==> config.mk <==
export PLATFORM = sky130hd
export DESIGN_NAME = display_sequencer
export DESIGN_NICKNAME = d
export VERILOG_FILES = /design/src/rtl/display_pkg.sv /design/src/rtl/display_sequencer_beat_timer.sv /design/src/rtl/display_sequencer.sv
export SDC_FILE = /design/constraint.sdc
export NUM_CORES = 1
export LEC_CHECK = 0
export BUFFER_PORTS_ARGS = -buffer_cell sky130_fd_sc_hd__buf_2
export CAP_MARGIN = 20
export CORE_UTILIZATION = 55
export DETAILED_ROUTE_END_ITERATION = 10
export HOLD_SLACK_MARGIN = 0.1
export PLACE_DENSITY = 0.76
export SLEW_MARGIN = 5
export SYNTH_ARGS = -nofsm -noshare
export SYNTH_HDL_FRONTEND = slang
export SYNTH_HIERARCHICAL = 1
export SYNTH_SLANG_ARGS = --single-unit
==> constraint.sdc <==
create_clock -name clock -period 3.7 [get_ports clock]
set_clock_uncertainty 0.2 [all_clocks]
set_input_delay 0.74 -clock clock [delete_from_list [all_inputs] [get_ports clock]]
set_output_delay 0.74 -clock clock [all_outputs]
set_load 0.01 [all_outputs]
==> src/rtl/display_pkg.sv <==
// Shared types and constants for the note-display sequencer: FSM state
// encoding, datapath counter widths and default timing parameters.
package display_pkg;

  localparam int GRID_W = 14;
  localparam int BOX_W  = 4;
  localparam int PIX_W  = 16;

  localparam int DEF_GRID_ENTRIES = 8192;
  localparam int DEF_NUM_BOXES    = 3;
  localparam int DEF_BOX_PIXELS   = 1600;
  localparam int DEF_BEAT_CYCLES  = 12500000;
  localparam int DEF_MEM_LAT      = 2;

  typedef enum logic [3:0] {
    ST_DEF_ADDR,
    ST_DEF_WAIT,
    ST_DEF_LOAD,
    ST_DEF_WR,
    ST_IDLE,
    ST_SHIFT,
    ST_BOX_ADDR,
    ST_BOX_WAIT,
    ST_BOX_LOAD,
    ST_PIX_WAIT,
    ST_PIX_LX,
    ST_PIX_LY,
    ST_PIX_WR
  } state_e;

  // Bits needed to count 0..n-1, never less than one.
  function automatic int unsigned cnt_width(input int unsigned n);
    return (n > 1) ? $clog2(n) : 1;
  endfunction

endpackage

==> src/rtl/display_sequencer_beat_timer.sv <==
// Beat timer: free-running cycle counter that emits a tick on wrap and
// keeps a one-deep queue of pending beats plus a sticky overrun flag.
module beat_timer
  import display_pkg::*;
#(
  parameter int BEAT_CYCLES = DEF_BEAT_CYCLES
) (
  input  logic clock,
  input  logic resetn,
  input  logic enable,
  input  logic clr_pending,
  output logic pending,
  output logic beat_overrun
);

  localparam int CNT_W = cnt_width(BEAT_CYCLES);
  localparam logic [CNT_W-1:0] CNT_MAX = CNT_W'(BEAT_CYCLES - 1);

  logic [CNT_W-1:0] cnt_q, cnt_d;
  logic             pending_q, pending_d;
  logic             overrun_q, overrun_d;
  logic             tick;

  // Next-state: counter freezes with enable low; a tick consumed in the same
  // cycle as the FSM clears pending simply re-arms the queue.
  always_comb begin
    tick      = enable && (cnt_q == CNT_MAX);
    cnt_d     = cnt_q;
    pending_d = pending_q;
    overrun_d = overrun_q;
    if (enable) begin
      cnt_d = tick ? '0 : cnt_q + CNT_W'(1);
    end
    if (clr_pending) begin
      pending_d = 1'b0;
    end
    if (tick) begin
      if (pending_q && !clr_pending) begin
        overrun_d = 1'b1;
      end
      pending_d = 1'b1;
    end
  end

  // State registers with asynchronous reset.
  always_ff @(posedge clock or posedge resetn) begin
    if (resetn) begin
      cnt_q     <= '0;
      pending_q <= 1'b0;
      overrun_q <= 1'b0;
    end else begin
      cnt_q     <= cnt_d;
      pending_q <= pending_d;
      overrun_q <= overrun_d;
    end
  end

  assign pending      = pending_q;
  assign beat_overrun = overrun_q;

endmodule

==> src/rtl/display_sequencer.sv <==
// Note-display sequencer: paints the default background after reset, then
// on every beat shifts the song and redraws each note box pixel by pixel.
// All strobes and counters are registered and change only on clock edges.
module display_sequencer
  import display_pkg::*;
#(
  parameter int GRID_ENTRIES = DEF_GRID_ENTRIES,
  parameter int NUM_BOXES    = DEF_NUM_BOXES,
  parameter int BOX_PIXELS   = DEF_BOX_PIXELS,
  parameter int BEAT_CYCLES  = DEF_BEAT_CYCLES,
  parameter int MEM_LAT      = DEF_MEM_LAT
) (
  input  logic              clock,
  input  logic              resetn,
  input  logic              enable,
  output logic              shiftSong,
  output logic              loadStartAddress,
  output logic              loadX,
  output logic              loadY,
  output logic              loadDefault,
  output logic              writeDefault,
  output logic              writeToScreen,
  output logic [GRID_W-1:0] gridCounter,
  output logic [BOX_W-1:0]  boxCounter,
  output logic [PIX_W-1:0]  pixelCount,
  output logic              plot,
  output logic              busy,
  output logic              beat_overrun
);

  localparam int WAIT_W = cnt_width(MEM_LAT);
  localparam logic [WAIT_W-1:0] LAST_WAIT = WAIT_W'(MEM_LAT - 1);
  localparam logic [GRID_W-1:0] LAST_GRID = GRID_W'(GRID_ENTRIES - 1);
  localparam logic [BOX_W-1:0]  LAST_BOX  = BOX_W'(NUM_BOXES - 1);
  localparam logic [PIX_W-1:0]  LAST_PIX  = PIX_W'(BOX_PIXELS - 1);

  state_e            state_q;
  logic [WAIT_W-1:0] wait_q;
  logic [GRID_W-1:0] grid_q;
  logic [BOX_W-1:0]  box_q;
  logic [PIX_W-1:0]  pix_q;
  logic              shift_q, lsa_q, lx_q, ly_q, ld_q, wdef_q, wts_q;
  logic              plot_q, busy_q;
  logic              pending;
  logic              clr_pending;

  // A pending beat is consumed exactly when the FSM leaves IDLE.
  assign clr_pending = (state_q == ST_IDLE) && pending && enable;

  beat_timer #(
    .BEAT_CYCLES (BEAT_CYCLES)
  ) u_beat_timer (
    .clock        (clock),
    .resetn       (resetn),
    .enable       (enable),
    .clr_pending  (clr_pending),
    .pending      (pending),
    .beat_overrun (beat_overrun)
  );

  // Sequencer FSM; each strobe is set on the edge that enters its state so
  // every output comes straight from a flop.
  always_ff @(posedge clock or posedge resetn) begin
    if (resetn) begin
      state_q <= ST_DEF_ADDR;
      wait_q  <= '0;
      grid_q  <= '0;
      box_q   <= '0;
      pix_q   <= '0;
      shift_q <= 1'b0;
      lsa_q   <= 1'b0;
      lx_q    <= 1'b0;
      ly_q    <= 1'b0;
      ld_q    <= 1'b0;
      wdef_q  <= 1'b0;
      wts_q   <= 1'b0;
      plot_q  <= 1'b0;
      busy_q  <= 1'b0;
    end else begin
      shift_q <= 1'b0;
      lsa_q   <= 1'b0;
      lx_q    <= 1'b0;
      ly_q    <= 1'b0;
      ld_q    <= 1'b0;
      wdef_q  <= 1'b0;
      wts_q   <= 1'b0;
      // plot lines up with the datapath's registered VGA outputs
      plot_q  <= wts_q;
      case (state_q)
        ST_DEF_ADDR: begin
          state_q <= ST_DEF_WAIT;
          wait_q  <= '0;
          busy_q  <= 1'b1;
        end
        ST_DEF_WAIT: begin
          if (wait_q == LAST_WAIT) begin
            state_q <= ST_DEF_LOAD;
            ld_q    <= 1'b1;
          end else begin
            wait_q <= wait_q + WAIT_W'(1);
          end
        end
        ST_DEF_LOAD: begin
          state_q <= ST_DEF_WR;
          wts_q   <= 1'b1;
          wdef_q  <= 1'b1;
        end
        ST_DEF_WR: begin
          if (grid_q == LAST_GRID) begin
            grid_q  <= '0;
            state_q <= ST_IDLE;
            busy_q  <= 1'b0;
          end else begin
            grid_q  <= grid_q + GRID_W'(1);
            state_q <= ST_DEF_ADDR;
          end
        end
        ST_IDLE: begin
          if (pending && enable) begin
            state_q <= ST_SHIFT;
            shift_q <= 1'b1;
            box_q   <= '0;
            busy_q  <= 1'b1;
          end
        end
        ST_SHIFT: begin
          state_q <= ST_BOX_ADDR;
        end
        ST_BOX_ADDR: begin
          state_q <= ST_BOX_WAIT;
          wait_q  <= '0;
        end
        ST_BOX_WAIT: begin
          if (wait_q == LAST_WAIT) begin
            state_q <= ST_BOX_LOAD;
            lsa_q   <= 1'b1;
            pix_q   <= '0;
          end else begin
            wait_q <= wait_q + WAIT_W'(1);
          end
        end
        ST_BOX_LOAD: begin
          state_q <= ST_PIX_WAIT;
          wait_q  <= '0;
        end
        ST_PIX_WAIT: begin
          // ROM output plus the registered address sum need MEM_LAT cycles
          if (wait_q == LAST_WAIT) begin
            state_q <= ST_PIX_LX;
            lx_q    <= 1'b1;
          end else begin
            wait_q <= wait_q + WAIT_W'(1);
          end
        end
        ST_PIX_LX: begin
          state_q <= ST_PIX_LY;
          ly_q    <= 1'b1;
        end
        ST_PIX_LY: begin
          state_q <= ST_PIX_WR;
          wts_q   <= 1'b1;
        end
        ST_PIX_WR: begin
          if (pix_q != LAST_PIX) begin
            pix_q   <= pix_q + PIX_W'(1);
            state_q <= ST_PIX_WAIT;
            wait_q  <= '0;
          end else if (box_q != LAST_BOX) begin
            box_q   <= box_q + BOX_W'(1);
            state_q <= ST_BOX_ADDR;
          end else begin
            state_q <= ST_IDLE;
            busy_q  <= 1'b0;
          end
        end
        default: begin
          state_q <= ST_IDLE;
          busy_q  <= 1'b0;
        end
      endcase
    end
  end

  assign shiftSong        = shift_q;
  assign loadStartAddress = lsa_q;
  assign loadX            = lx_q;
  assign loadY            = ly_q;
  assign loadDefault      = ld_q;
  assign writeDefault     = wdef_q;
  assign writeToScreen    = wts_q;
  assign gridCounter      = grid_q;
  assign boxCounter       = box_q;
  assign pixelCount       = pix_q;
  assign plot             = plot_q;
  assign busy             = busy_q;

endmodule

==> results.txt, run 1 <==
initial antenna violation count: 0
slowest stage cell, crit path: nor4_4
clock power share: 39.1%
Initial Utilization: 58.3%
Final Setup Violations: 0
Die Wd: 85.0 um
Worst setup SP type: flip-flop
final wirelength: 8090 um
first-pass GRT wire length: 13,600 um
worst min-delay path category: flip-flop to flip-flop
# diodes: 0
routed len/inst: 15.8 um
Sw Share: 24.7%
sequential element share of the synthesized area: 48.9%
Core Footprint: 6490 um2
setup_tns: 0 ps
setup bufs post-CTS: 0
Worst Setup End Kind: flip-flop
Area Growth Syn to Fin: 13.9%
leakage power: 1.96 nW
area post-placement: 4060 um2
FILL cells: 522
Post-Synthesis Net Count: 391
CTS clock-pin slew for the worst setup and hold paths: 80 ps
CP peak stage delay: 700 ps
Slew Limit Fails: 0
Die Area: 7220 um2
H-Tree Depth: 3
routability congestion estimate: 0.865
Critical Path RT: 3720 ps
Hold Startpoint: writeToScreen
RSZ-0062 raised after global routing: false
clock sinks: 74
Mapped Cells: 383
clk buf depth: 2
Tcrit/Tclk final: 73.6%
CTS tree: yes
CTS root buffer: clkbuf_8
Worst Path Arrival: 2750 ps
Psw: 0.000389 W
Cell Pwr Density: 364 nW/um2
r2r setup slk: 980 ps
path depth of the worst reg2reg path: 5
Least-Margin Pin Slew: 820 ps
design internal power: 0.00118 W
sequence of cells on the critical path: or4_4, nor4_4, nor2_1, nor3_1, mux2_1
I/O Buffers: 46
Num CTS Buffers: 9
beginning of the critical path: pixelCount[8]
drt drc: 0
DR pass1 iterations: 4
antenna viol nets, final: 0
# nets final: 439
Yosys reg bits: 74
YS warnings: 6
reg2reg end: busy
First DRT Iteration DRCs: 229
Cells on Worst Hold Path: 0
WS Path Type: flip-flop to flip-flop
Synth Flop Type: dfrtp_1
sequential group share of total power: 55.8%
fin crit period: 2720 ps
status: completed
Max-Cap Viols: 0
vias: 3,123
mean post-synth cell area: 9.89 um2
Hold Crit Endpoint: plot
max_slew headroom: 44.6%
largest net degree at the start of global routing: 49
Worst VDD drop: 0.301 mV
FMAX: 367 MHz
later-pin clock latency in the skew report: 350 ps
RR Startpoint: pixelCount[8]
Die H: 85.0 um
asr flop ratio synth: 100%
Vias/cell: 6.09
Post-Syn Area: 3790 um2
vias in the first global route: 2,928
EDFF count, synth: 0
cell area after layout: 4320 um2
Yosys cell types: 54
layout cells sized above 1: 18.3%
I/O pins: 47
GRT Total Usage: 23.9%
Logic pwr share: 5.1%
row count: 29
Final Hold Viols: 0
Overflow after GRT: 0
Worst Path Max Fanout: 15
Detailed Place HPWL: 5630 um
synth_stat cells, types with 5 or more instances:
| cell | n | share of area (%) |
|---|---|---|
| and3_1 | 7 | 1.2 |
| nand4_1 | 13 | 2.1 |
| o31ai_1 | 10 | 2.0 |
| a21oi_1 | 16 | 2.1 |
| nor2_1 | 32 | 3.2 |
| ha_1 | 5 | 1.7 |
| nand3_1 | 21 | 2.8 |
| o21ai_0 | 9 | 1.2 |
| or4_1 | 8 | 1.6 |
| xor2_1 | 14 | 3.2 |
| clkbuf_1 | 7 | 0.69 |
| nor3_1 | 13 | 1.7 |
| nand2_1 | 35 | 3.5 |
| inv_1 | 13 | 1.3 |
| xnor2_1 | 23 | 5.3 |
| and4_1 | 6 | 1.4 |
| dfrtp_1 | 74 | 49 |
| nor4_1 | 10 | 1.7 |
| or3_1 | 8 | 1.3 |
layer usage:
layer | up-vias | GRT usage (%) | part of all wire (%)
met1 | 1518 | 33.0 | 47
met2 | 107 | 37.5 | 47
met4 | 0 | 8.94 | 0.87
met5 | - | 0 | 0
li1 | 1492 | - | -
met3 | 6 | 4.86 | 5.2
final cells by class:
type | count | area [um2] | area share, %
sequential | 74 | 1850 | 42.9
multi-input combinational | 282 | 1820 | 42.2
timing repair buffer | 51 | 303 | 7.02
clock inverter | 7 | 70.1 | 1.62
tap | 77 | 96.3 | 2.23
clock buffer | 9 | 124 | 2.87
inverter | 13 | 48.8 | 1.13
sequential cells by signal (all words and copies together), names as in the netlist:
register,cells
u_beat_timer/cnt_q,24
pixelCount,16
gridCounter,14
boxCounter,4
state_q,4
busy,1
loadDefault,1
loadStartAddress,1
loadX,1
loadY,1
plot,1
shiftSong,1
u_beat_timer/beat_overrun,1
u_beat_timer/pending,1
wait_q,1
writeDefault,1
writeToScreen,1
power by group through the flow:
| stage | registers [W] | clock network [W] | logic, W |
|---|---|---|---|
| floorplan | 0.000884 | 0 | 0.0000596 |
| global placement | 0.000892 | 0 | 0.0000716 |
| detailed placement | 0.000892 | 0 | 0.0000743 |
| CTS | 0.000877 | 0.000629 | 0.0000748 |
| global route | 0.000883 | 0.000664 | 0.0000915 |
| finish | 0.000878 | 0.000615 | 0.0000794 |
metrics by stage:
step | hold slack, ps | power (W) | utilization (%) | instances | setup WS, ps
after global routing | 197 | 0.00164 | 66.4 | 513 | 878
final | 174 | 0.00157 | 66.4 | 513 | 976
after CTS | 177 | 0.00158 | 65.6 | 510 | 999
after detailed placement | 158 | 0.000967 | 62.6 | 494 | 1060
after floorplan | 216 | 0.000944 | - | 383 | 1440
after global placement | 156 | 0.000963 | 62.6 | 494 | 1110
worst max path at each step:
stage	endpoint	slack [ps]	depth (start not counted)
2_1_floorplan	busy	1440	5
3_3_place_gp	boxCounter[1]	1110	5
3_5_place_dp	busy	1060	5
4_1_cts	busy	1000	5
5_1_grt	busy	880	5
6_report	busy	980	5
worst max-delay path, delay by kind of cell, from the launching register on:
kind	cells	cell delay, ps
multiplexers	1	350
AND/OR/NAND/NOR	4	1600
flip-flops	1	460
layout by cell type, fill, tap and decap left out, types with 10 or more instances in the layout:
cell type / count
dfrtp_1: 74
buf_2: 46
nand2_1: 35
nor2_1: 32
xnor2_1: 23
nand3_1: 21
a21oi_1: 16
xor2_1: 14
nand4_1: 13
nor3_1: 13
inv_1: 12
nor4_1: 10
o31ai_1: 10
cell families after synthesis:
| kind of cell | Yosys count | share of synthesized area, % |
|---|---|---|
| flip-flops | 74 | 48.9 |
| buffers and inverters | 27 | 3.04 |
| multiplexers | 5 | 1.52 |
| adder cells (fa/ha/maj) | 5 | 1.65 |
| AND/OR/NAND/NOR | 175 | 25.9 |
| XOR/XNOR | 37 | 8.55 |
| AO/OA/AOI/OAI | 60 | 10.5 |
what timing repair did:
item | in CTS | in global routing
hold buffers | 0 | 1
resized for setup | 0 | 0
endpoints found under the hold margin | 0 | 7
No activity file was read; power rests on OpenSTA's default activity.
==> inputs of run 2 (changes only) <==
==> constraint.sdc (replaced) <==
create_clock -name clock -period 2.7 [get_ports clock]
set_clock_uncertainty 0.2 [all_clocks]
set_input_delay 0.54 -clock clock [delete_from_list [all_inputs] [get_ports clock]]
set_output_delay 0.54 -clock clock [all_outputs]
set_load 0.01 [all_outputs]
==> run 2 against run 1 <==
Net effect:
- global-route usage up 0.50 points
- maximum frequency rose by 13%
- critical path depth did not move
- routed wire length up 1.3%
- cell count increased by 2.1%
- sequential share of layout area down 0.25 points
- clock-buffer cell count increased by 1
- combinational power rose by 41%
- sequential power grew 37%
- core utilization grew 0.39 points
- setup slack lost 680 ps
- critical path type unchanged
- largest cell class unchanged
==> results.txt, run 2 (same netlist as run 1, synthesis figures left out) <==
most frequent cells in the layout: 74 x dfrtp_1, 46 x buf_2, 35 x nand2_1
Worst VDD drop: 0.356 mV
FMAX: 415 MHz
Detailed Place HPWL: 5860 um
fin cells: 524
PostCTS Resize Cnt: 0
design internal power: 0.00153 W
clock power share: 36.2%
CTS root buffer: clkbuf_8
Psw: 0.000535 W
Least-Margin Pin Slew: 495 ps
sequential group share of total power: 58.4%
Area Growth Syn to Fin: 14.6%
Critical Path RT: 2720 ps
vias in the first global route: 2,931
routability congestion estimate: 0.844
Worst Setup End Kind: flip-flop
Worst Path Max Fanout: 7
Num CTS Buffers: 9
leakage power: 1.99 nW
most common cell after layout, fill and taps aside: dfrtp_1
Worst Path Arrival: 2430 ps
slack of the critical path: 292 ps
grt peak-use layer: met2
GRT Total Usage: 24.4%
DR pass1 iterations: 4
GR Layer Usage met1: 35.1%
RSZ-0062 raised after global routing: false
layout cells sized above 1: 20.1%
largest net degree at the start of global routing: 27
Largest register FFs: 24
Max-Cap Viols: 0
First DRT Iteration DRCs: 200
Placed Cells incl. Taps: 507
worst min-delay path category: flip-flop to flip-flop
Tcrit/Tclk final: 89.2%
setup_tns: 0 ps
setup bufs post-CTS: 0
met3 usage: 3.99%
Worst setup SP type: flip-flop
Die H: 85.0 um
drt drc: 0
area of the multi-input gates: 1820 um2
H-Tree Depth: 3
Power, Total: 0.00206 W
# diodes: 0
Setup WS pre-CTS: 318 ps
clk buf depth: 2
vias: 3,125
antenna viol nets, final: 0
Slew Limit Fails: 0
fin crit period: 2410 ps
routed len/inst: 15.6 um
WS Path Type: flip-flop to flip-flop
FILL cells: 521
Cell Pwr Density: 475 nW/um2
M2 GR Usage: 36.5%
CTS clock-pin slew for the worst setup and hold paths: 80 ps
status: completed
Final Hold Viols: 0
later-pin clock latency in the skew report: 340 ps
I/O pins: 47
Sw Share: 25.9%
row count: 29
Die Wd: 85.0 um
hold buffers post-CTS: 1
Overflow after GRT: 0
Reg area: 1850 um2
Die Area: 7220 um2
# nets final: 450
CTS tree: yes
I/O Buffers: 46
final worst hold slack: 179 ps
Core Footprint: 6490 um2
clock sinks: 74
Initial Utilization: 58.3%
most flop-heavy register: u_beat_timer/cnt_q
final wirelength: 8190 um
Vias/cell: 5.96
Final Setup Violations: 0
max_slew headroom: 67.0%
Logic pwr share: 5.4%
first-pass GRT wire length: 13,900 um
initial antenna violation count: 0
-- run 2: per-layer routing --
metal,part of all wire [%],up-vias
met2,45,74
met5,0,-
met3,4.4,9
met1,49,1532
met4,1.7,0
li1,-,1510
-- run 2: per-stage QoR --
stage	cell area (um2)	util, %
2_1_floorplan	3790	-
3_3_place_gp	4160	64.1
3_5_place_dp	4160	64.1
4_1_cts	4340	66.8
5_1_grt	4340	66.8
6_report	4340	66.8
-- run 2: final cells by class --
| type | count | area share (%) |
|---|---|---|
| well taps | 77 | 2.22 |
| multi-input cells | 282 | 42.0 |
| clock inverters | 6 | 0.951 |
| inverters | 13 | 1.12 |
| clock buffers | 10 | 2.94 |
| flip-flops and latches | 74 | 42.7 |
| repair buffers | 62 | 8.13 |
-- run 2: final timing paths --
check / depth (start not counted) / start / slack, ps / to
worst max register to register: 5 / pixelCount[8] / 290 / busy
max in group asynchronous: 4 / resetn / 1220 / pixelCount[14]
worst min register to register: 0 / writeToScreen / 180 / plot
worst min-delay path: 0 / writeToScreen / 180 / plot
worst max-delay path: 5 / pixelCount[8] / 290 / busy
min in group asynchronous: 3 / resetn / 520 / gridCounter[8]
-- run 2: critical path, cell delays in order, from the launching register on --
cell     delay (ps)
dfrtp_1         450
or4_4           550
nor4_4          460
nor2_1           80
nor3_1          210
mux2_1          330
-- run 2: power by group through the flow --
stage / combinational, W / clock (W) / sequential [W]
finish: 0.000112 / 0.000748 / 0.00120
floorplan: 0.0000816 / 0 / 0.00121
CTS: 0.000115 / 0.000765 / 0.00120
global route: 0.000125 / 0.000809 / 0.00121
detailed placement: 0.000112 / 0 / 0.00122
global placement: 0.000105 / 0 / 0.00122
==> inputs of run 3 (changes only) <==
--- a/config.mk
+++ b/config.mk
@@ -7,10 +7,10 @@
 export LEC_CHECK = 0
 export BUFFER_PORTS_ARGS = -buffer_cell sky130_fd_sc_hd__buf_2
 export CAP_MARGIN = 20
-export CORE_UTILIZATION = 55
+export CORE_UTILIZATION = 43
+export CTS_CLUSTER_DIAMETER = 100
 export DETAILED_ROUTE_END_ITERATION = 10
 export HOLD_SLACK_MARGIN = 0.1
-export PLACE_DENSITY = 0.76
 export SLEW_MARGIN = 5
 export SYNTH_ARGS = -nofsm -noshare
 export SYNTH_HDL_FRONTEND = slang
==> run 3 against run 2 <==
Net effect:
- first-iteration DRC count fell by 32%
- routed wire length grew 0.67%
- clock power is 16% higher
- core utilization fell by 15 points
- setup slack worse by 41 ps
- non-clock buffer count decreased by 2
- clock-buffer cell count unchanged
- critical path type unchanged
==> results.txt, run 3 (same netlist as run 1, synthesis figures left out) <==
drt drc: 0
CTS clock-pin slew for the worst setup and hold paths: 90 ps
largest net degree at the start of global routing: 49
vias in the first global route: 2,903
First DRT Iteration DRCs: 136
Area Growth Syn to Fin: 15.8%
H-Tree Depth: 3
hold buffers post-CTS: 1
most common cell after layout, fill and taps aside: dfrtp_1
status: completed
Die Area: 9190 um2
WS Path Type: flip-flop to flip-flop
most flop-heavy register: u_beat_timer/cnt_q
I/O pins: 47
clk buf depth: 2
Tcrit/Tclk final: 90.7%
Initial Utilization: 45.2%
setup bufs post-CTS: 0
Final Hold Viols: 0
Detailed Place HPWL: 5830 um
max_slew headroom: 57.9%
# nets final: 448
I/O Buffers: 46
FILL cells: 780
Worst Path Arrival: 2470 ps
worst min-delay path category: flip-flop to flip-flop
Vias/cell: 5.69
Worst setup SP type: flip-flop
routed len/inst: 15.0 um
RSZ-0062 raised after global routing: false
leakage power: 1.99 nW
Die Wd: 95.9 um
first-pass GRT wire length: 14,100 um
routability congestion estimate: 0.823
antenna viol nets, final: 0
GRT Total Usage: 19.9%
Max-Cap Viols: 0
Num CTS Buffers: 9
row count: 33
Final Setup Violations: 0
layout cells sized above 1: 19.8%
most frequent cells in the layout: 74 x dfrtp_1, 46 x buf_2, 35 x nand2_1
Overflow after GRT: 0
Power, Total: 0.00218 W
clock sinks: 74
CTS tree: yes
Worst Path Max Fanout: 7
Largest register FFs: 24
setup_tns: 0 ps
final wirelength: 8250 um
# diodes: 0
PostCTS Resize Cnt: 0
Least-Margin Pin Slew: 632 ps
Slew Limit Fails: 0
initial antenna violation count: 0
CTS root buffer: clkbuf_8
Die H: 95.9 um
Worst Setup End Kind: flip-flop
Worst VDD drop: 0.240 mV
DR pass1 iterations: 4
FMAX: 408 MHz
Cell Pwr Density: 496 nW/um2
Core Footprint: 8380 um2
fin crit period: 2450 ps
later-pin clock latency in the skew report: 350 ps
Critical Path RT: 2720 ps
vias: 3,127
-- run 3: cell count changes in the layout (fill, tap and decap cells not counted), sizes merged --
cell | previous run | this run
clkinv | 2 | 1
bufinv | 0 | 1
buf | 61 | 59
-- run 3: critical path, stage by stage (launching register included) --
cell,delay (ps)
dfrtp_1,450
or4_4,550
nor4_4,470
nor2_1,80
nor3_1,230
mux2_1,340
-- run 3: final timing paths --
check / to / slack (ps) / cells past startpoint / start
worst max register to register: busy / 250 / 5 / pixelCount[8]
max in group asynchronous: u_beat_timer/cnt_q[2] / 1150 / 4 / resetn
min in group asynchronous: u_beat_timer/cnt_q[19] / 570 / 3 / resetn
worst min register to register: plot / 180 / 0 / writeToScreen
worst max-delay path: busy / 250 / 5 / pixelCount[8]
worst min-delay path: plot / 180 / 0 / writeToScreen
-- run 3: final cells by class --
type	instances	area, um2	share of cell area (%)
tap	105	131	3.00
timing repair buffer	60	338	7.70
clock buffer	10	128	2.91
multi-input combinational	282	1820	41.5
clock inverter	6	66.3	1.51
inverter	13	48.8	1.11
sequential	74	1850	42.2
-- run 3: stage by stage --
step	utilization [%]	instances	cell area, um2	hold slack, ps	setup WS, ps
after floorplan	-	383	3790	216	444
after global placement	49.9	533	4180	157	345
after detailed placement	49.9	533	4180	159	268
after CTS	52.3	550	4390	180	245
after global routing	52.3	550	4390	191	129
final	52.3	550	4390	176	251
-- run 3: power breakdown --
part           leakage (nW)  internal [W]  switching (W)  total [W]
Clock                0.0889      0.000429       0.000437   0.000866
Sequential            0.963       0.00115      0.0000570    0.00120
Combinational         0.935     0.0000492      0.0000578   0.000107
Total                  1.99       0.00162       0.000552    0.00218
-- run 3: metal layers --
metal	track usage [%]	part of all wire [%]
met1	28.8	51
met5	0	0
met2	29.9	44
met4	6.84	1.3
met3	3.71	4.3
